### config.mk
export PLATFORM = sky130hd
export DESIGN_NAME = string_hw_engine
export DESIGN_NICKNAME = d
export VERILOG_FILES = /design/src/rtl/string_hw_pkg.sv /design/src/rtl/string_lane.sv /design/src/rtl/string_hw_engine.sv
export SDC_FILE = /design/constraint.sdc
export NUM_CORES = 2
export LEC_CHECK = 0
export CAP_MARGIN = 30
export CORE_AREA = 2 2 323 325
export CTS_BUF_LIST = sky130_fd_sc_hd__clkbuf_16
export CTS_CLUSTER_SIZE = 40
export DETAILED_ROUTE_END_ITERATION = 6
export DIE_AREA = 0 0 325 327
export PLACE_DENSITY = 0.66
export SLEW_MARGIN = 25
export SYNTH_ARGS = -nofsm -noshare
export SYNTH_HDL_FRONTEND = slang
export SYNTH_SLANG_ARGS = --single-unit
### constraint.sdc
create_clock -name clk -period 77.7 [get_ports clk]
set_input_delay 15.54 -clock clk [delete_from_list [all_inputs] [get_ports clk]]
set_output_delay 15.54 -clock clk [all_outputs]
set_load 0.01 [all_outputs]
### src/rtl/string_hw_pkg.sv
// Purpose: shared types, constants and character helpers for the string engine.
// Latency: n/a (declarations only).
// Backpressure: n/a.
package string_hw_pkg;

    typedef enum logic [2:0] {
        OP_STRCMP  = 3'd0,
        OP_TOUPPER = 3'd1,
        OP_TOLOWER = 3'd2,
        OP_REVERSE = 3'd3,
        OP_STRLEN  = 3'd4,
        OP_STRCHR  = 3'd5
    } op_t;

    typedef enum logic [1:0] {
        IDLE  = 2'd0,
        LATCH = 2'd1,
        RUN   = 2'd2,
        DONE  = 2'd3
    } state_t;

    localparam logic [31:0] NOT_FOUND = 32'hFFFF_FFFF;

    function automatic logic [7:0] to_upper_c(input logic [7:0] c);
        return (c >= 8'h61 && c <= 8'h7A) ? c - 8'd32 : c;
    endfunction

    function automatic logic [7:0] to_lower_c(input logic [7:0] c);
        return (c >= 8'h41 && c <= 8'h5A) ? c + 8'd32 : c;
    endfunction

endpackage

### src/rtl/string_lane.sv
// Purpose: per-character compare/search/case-convert unit, one per lane.
// Latency: purely combinational.
// Backpressure: none; the top decides when results are consumed.
module string_lane
    import string_hw_pkg::*;
(
    input  logic [7:0] i_a,
    input  logic [7:0] i_b,
    input  logic [7:0] i_ch,
    input  op_t        i_op,
    input  logic       i_valid,
    output logic [7:0] o_byte,
    output logic       o_mismatch,
    output logic       o_gt,
    output logic       o_nul,
    output logic       o_match
);

    // Case conversion for the transform ops; everything else passes the byte through
    always_comb begin
        o_byte = i_a;
        case (i_op)
            OP_TOUPPER: o_byte = to_upper_c(i_a);
            OP_TOLOWER: o_byte = to_lower_c(i_a);
            default:    o_byte = i_a;
        endcase
    end

    // Event flags are qualified by valid so lanes past the length never fire
    assign o_mismatch = i_valid && (i_a != i_b);
    assign o_gt       = i_a > i_b;
    assign o_nul      = i_valid && (i_a == 8'h00);
    assign o_match    = i_valid && (i_a == i_ch);

endmodule

### src/rtl/string_hw_engine.sv
// Purpose: multi-cycle string accelerator (strcmp/toupper/tolower/reverse/strlen/strchr).
// Latency: done 2+N cycles after go is sampled, N = chunks of LANES chars processed.
// Backpressure: level go/done handshake; go must stay high until done, results held in DONE.
module string_hw_engine
    import string_hw_pkg::*;
#(
    parameter  int MAX_CHARS = 32,
    parameter  int LANES     = 4,
    localparam int LEN_W     = $clog2(MAX_CHARS + 1)
)(
    input  logic                        clk,
    input  logic                        reset,
    input  logic                        go,
    input  logic [2:0]                  op,
    input  logic [0:MAX_CHARS-1][7:0]   a,
    input  logic [0:MAX_CHARS-1][7:0]   b,
    input  logic [LEN_W-1:0]            length,
    input  logic [7:0]                  ch,
    output logic                        busy,
    output logic                        done,
    output logic                        error,
    output logic [0:MAX_CHARS-1][7:0]   result_str,
    output logic [31:0]                 result_val
);

    localparam int              IDX_W   = (MAX_CHARS > 1) ? $clog2(MAX_CHARS) : 1;
    localparam logic [LEN_W-1:0] MAX_LEN = LEN_W'(MAX_CHARS);
    localparam logic [LEN_W-1:0] LANES_L = LEN_W'(LANES);

    state_t                      r_state, w_next;
    op_t                         r_op;
    logic [0:MAX_CHARS-1][7:0]   r_a, r_b, r_str;
    logic [7:0]                  r_ch;
    logic [LEN_W-1:0]            r_len, r_base;
    logic [31:0]                 r_val;
    logic                        r_err;

    logic [LANES-1:0]            w_valid, w_mis, w_gt, w_nul, w_match, w_event;
    logic [LEN_W-1:0]            w_idx  [LANES];
    logic [7:0]                  w_lane_a [LANES];
    logic [7:0]                  w_byte [LANES];
    logic                        w_hit, w_hit_mis, w_hit_gt, w_last, w_stop;
    logic [LEN_W-1:0]            w_hit_idx, w_len_clamp;
    logic                        w_op_bad, w_str_op;

    assign w_len_clamp = (length > MAX_LEN) ? MAX_LEN : length;
    assign w_op_bad    = op > 3'd5;
    assign w_str_op    = (r_op == OP_TOUPPER) || (r_op == OP_TOLOWER) || (r_op == OP_REVERSE);
    // r_base is the first index of the current chunk (chunk index j times LANES)
    assign w_last      = (r_base + LANES_L) >= r_len;

    for (genvar k = 0; k < LANES; k++) begin : g_lane
        logic [IDX_W-1:0] w_src;
        assign w_idx[k]   = r_base + LEN_W'(k);
        assign w_valid[k] = w_idx[k] < r_len;
        // Mirror index for REVERSE; only meaningful for in-range lanes
        assign w_src      = w_valid[k] ? IDX_W'(r_len - LEN_W'(1) - w_idx[k]) : '0;
        assign w_lane_a[k] = (r_op == OP_REVERSE) ? r_a[w_src] : r_a[w_idx[k][IDX_W-1:0]];

        string_lane u_lane (
            .i_a        (w_lane_a[k]),
            .i_b        (r_b[w_idx[k][IDX_W-1:0]]),
            .i_ch       (r_ch),
            .i_op       (r_op),
            .i_valid    (w_valid[k]),
            .o_byte     (w_byte[k]),
            .o_mismatch (w_mis[k]),
            .o_gt       (w_gt[k]),
            .o_nul      (w_nul[k]),
            .o_match    (w_match[k])
        );
    end

    // Select which lane flag terminates the scan for the current op
    always_comb begin
        w_event = '0;
        case (r_op)
            OP_STRCMP: w_event = w_mis | w_nul;
            OP_STRLEN: w_event = w_nul;
            OP_STRCHR: w_event = w_match;
            default:   w_event = '0;
        endcase
    end

    // Lowest-index priority encoder: scan high to low so the lowest lane wins
    always_comb begin
        w_hit     = 1'b0;
        w_hit_idx = '0;
        w_hit_mis = 1'b0;
        w_hit_gt  = 1'b0;
        for (int k = LANES - 1; k >= 0; k--) begin
            if (w_event[k]) begin
                w_hit     = 1'b1;
                w_hit_idx = w_idx[k];
                w_hit_mis = w_mis[k];
                w_hit_gt  = w_gt[k];
            end
        end
    end

    assign w_stop = w_hit || w_last;

    // State register
    always_ff @(posedge clk or posedge reset) begin
        if (reset) r_state <= IDLE;
        else       r_state <= w_next;
    end

    // Next-state logic
    always_comb begin
        w_next = r_state;
        case (r_state)
            IDLE:    if (go) w_next = LATCH;
            LATCH:   w_next = (w_op_bad || w_len_clamp == '0) ? DONE : RUN;
            RUN:     if (w_stop) w_next = DONE;
            DONE:    if (!go) w_next = IDLE;
            default: w_next = IDLE;
        endcase
    end

    // Operand capture, chunk walk and result accumulation
    always_ff @(posedge clk or posedge reset) begin
        if (reset) begin
            r_op   <= OP_STRCMP;
            r_a    <= '0;
            r_b    <= '0;
            r_ch   <= '0;
            r_len  <= '0;
            r_base <= '0;
            r_str  <= '0;
            r_val  <= '0;
            r_err  <= 1'b0;
        end else begin
            case (r_state)
                IDLE: begin
                    if (go) begin
                        r_str <= '0;
                        r_val <= '0;
                        r_err <= 1'b0;
                    end
                end
                LATCH: begin
                    r_op   <= op_t'(op);
                    r_a    <= a;
                    r_b    <= b;
                    r_ch   <= ch;
                    r_len  <= w_len_clamp;
                    r_base <= '0;
                    r_err  <= w_op_bad;
                end
                RUN: begin
                    for (int k = 0; k < LANES; k++) begin
                        if (w_valid[k] && w_str_op) r_str[w_idx[k][IDX_W-1:0]] <= w_byte[k];
                    end
                    case (r_op)
                        OP_STRCMP: if (w_hit && w_hit_mis) r_val <= w_hit_gt ? 32'd1 : NOT_FOUND;
                        OP_STRLEN: begin
                            if (w_hit)       r_val <= 32'(w_hit_idx);
                            else if (w_last) r_val <= 32'(r_len);
                        end
                        OP_STRCHR: begin
                            if (w_hit)       r_val <= 32'(w_hit_idx);
                            else if (w_last) r_val <= NOT_FOUND;
                        end
                        default: ;
                    endcase
                    r_base <= r_base + LANES_L;
                end
                default: ;
            endcase
        end
    end

    assign busy       = (r_state == LATCH) || (r_state == RUN);
    assign done       = (r_state == DONE);
    assign error      = r_err;
    assign result_str = r_str;
    assign result_val = r_val;

endmodule
==> impl_metrics.json <==
{
  "status": "finished with violations",
  "violations": "DRC",
  "core_um2": 103000,
  "layout_common_cells": "clkdlybuf4s50_1 (822), dfrtp_1 (795), mux2_2 (537)",
  "async_reset_ff_share_pct": 100,
  "final_common_cell": "clkdlybuf4s50_1",
  "critPathMaxFanout": 64,
  "synth_edf_count": 0,
  "post-cts-setup-buffers": 0,
  "nNetsFinal": 6002,
  "clkLatencyLatePin_ns": 0.71,
  "ys_ff_latch": 799,
  "finalHoldViolations": 0,
  "grt_pass1_wl_mm": 379,
  "crit_path_end_kind": "asynchronous set/reset pin",
  "synth_fa_ha_area_share_pct": 2.04,
  "drv_slew": 0,
  "reg2reg_from": "r_len[0]",
  "synthCells": 4666,
  "synth-compound-area-share_pct": 22.2,
  "drc": 5,
  "worst_slew_pin_slew_ns": 1.24,
  "grt_usage_pct": 50.8,
  "yosys-top-cells-area": "dfrtp_1 (43%), mux2_2 (13%), o21ai_0 (3.9%)",
  "gp_congestion": 1.13,
  "yosysWarnings": 0,
  "ys_types": 106,
  "yosys_most_used_dff": "dfrtp_1",
  "clock.fmax_mhz": 53.8,
  "setup.worst_path.start": "reset",
  "ctsRootBufferMaster": "clkbuf_16",
  "synthMuxAreaShare_pct": 16.7,
  "cts_sinks": 799,
  "path_class": "primary input to asynchronous set/reset pin",
  "die_area_um2": 106000,
  "fin_crit_sh_pct": 23.9,
  "maxCapViolCount": 0,
  "slew_headroom_pct": 16.3,
  "critPathLaunchType": "primary input",
  "setup_viol": 0,
  "rrSetupSlack_ns": 67.94,
  "fillers": 9027,
  "row_count": 118,
  "fin_hold_ws_ns": 0.483,
  "ant_nets": 0,
  "ys_seq_area_share_pct": 42.8,
  "first_pass_iters": 7,
  "drive_above_1_share_pct": 17.9,
  "gr-total-overflow": 0,
  "synth_nets": 5273,
  "synth_area_um2": 46700,
  "yosysTopAreaCell": "dfrtp_1",
  "regArea_um2": 20000,
  "dp_hpwl_mm": 201,
  "synth-xor-area-share_pct": 0.783,
  "fin_crit_ns": 18.60,
  "grt_pass1_vias": 47000,
  "clk_pin_slew_worst_paths_ns": 0.06,
  "detailroute.via_count": 49400,
  "grt_max_degree": 190,
  "rsz0062_at_grt": "false",
  "setup.worst_path.end": "r_b[195]",
  "area_growth_pct": 27.8,
  "r2r_cells": 29,
  "wirelength_mm": 278,
  "ctsResizeCount": 0,
  "start_util_pct": 45.3,
  "port_buffers": 822,
  "cts_buffers": 85,
  "synth_simple_gate_area_share_pct": 11.2,
  "cts_tree": "built",
  "ctsHoldBuffers": 0,
  "worst_r2r_endpoint": "result_val[1]",
  "finalSetupTns_ns": 0,
  "multiInputGateArea_um2": 24900,
  "htreeDepth": 3,
  "synth_top_area_share_pct": 42.8,
  "required_ns": 78.59,
  "io_pins": 823,
  "die_w_um": 325,
  "wl_per_cell_um": 40.4,
  "skew_ns": 0.0369,
  "clock_path_buffers": 3,
  "synth.avg_cell_area_um2": 10.0,
  "drt_iter0_drc": 7857,
  "synth_top_family_by_area": "compound AO/OA/AOI/OAI gates",
  "die_h_um": 327,
  "grt_antenna_before_repair": 73,
  "hold_path_class": "flop to flop",
  "worstPathArrival_ns": 19.50,
  "viasPerCell": 7.16
}
## cell type report
type / instances / share of cell area (%)
diodes: 49 / 0.206
clock buffers: 86 / 3.61
clock inverters: 66 / 0.984
inverters: 84 / 0.541
multi-input cells: 3414 / 41.8
flip-flops and latches: 799 / 33.5
well taps: 1380 / 2.89
repair buffers: 1011 / 16.4
## kinds of logic after synthesis
| family | Yosys count |
|---|---|
| compound gates | 1515 |
| flops | 799 |
| simple gates | 1107 |
| fa+ha+maj | 75 |
| mux | 677 |
| xor+xnor | 40 |
| buf+inv | 453 |
## metrics by stage
step	setup slack (ns)	util, %	instance area (um^2)	std cells
2_1_floorplan	39.72	-	46700	4666
3_3_place_gp	57.56	54.9	56500	6667
3_5_place_dp	57.77	55.0	56600	6678
4_1_cts	58.47	57.7	59400	6830
5_1_grt	58.59	57.9	59600	6870
6_report	59.10	58.0	59600	6889
## routing by layer
| layer | global-route usage, % | routed length [um] | vias up |
|---|---|---|---|
| li1 | - | - | 19300 |
| met1 | 60.9 | 100000 | 24600 |
| met2 | 71.6 | 114000 | 4252 |
| met3 | 24.2 | 40100 | 1253 |
| met4 | 34.6 | 23400 | 44 |
| met5 | 4.53 | 748 | - |
## worst min path at each step
stage | cells after the start | slack [ns] | startpoint | to
CTS | 2 | 0.49 | result_str[32] | result_str[32]
global route | 2 | 0.51 | result_str[6] | result_str[6]
global placement | 2 | 0.47 | result_str[44] | result_str[44]
finish | 2 | 0.48 | result_str[32] | result_str[32]
detailed placement | 2 | 0.48 | result_str[6] | result_str[6]
floorplan | 1 | 0.47 | r_b[161] | r_b[161]
## registers in the layout, summed over array words and instances (netlist names)
register    count
error           1
r_a           256
r_b           256
r_base          4
r_ch            8
r_len           6
r_op            3
r_state         2
result_str    256
result_val      7
## worst max-delay path, cell delays in order
cell,delay (ns)
clkdlybuf4s50_1,0.49
inv_8,0.27
buf_4,0.69
buf_4,0.75
buf_4,0.70
buf_4,0.62
buf_12,0.30
## cells in the mapped netlist, types with 73 or more instances
| master | instances |
|---|---|
| a211oi_1 | 73 |
| a21oi_1 | 185 |
| a22o_1 | 111 |
| buf_2 | 90 |
| clkbuf_1 | 202 |
| dfrtp_1 | 799 |
| ha_1 | 73 |
| inv_1 | 81 |
| mux2_2 | 537 |
| mux2i_1 | 109 |
| nand2_1 | 447 |
| nor2_1 | 217 |
| nor3_1 | 102 |
| o21ai_0 | 368 |
| o221ai_1 | 76 |
| o22ai_1 | 218 |
Power is not shown: default switching activity piles up to over one toggle a cycle in this logic, so the estimate is an artifact.
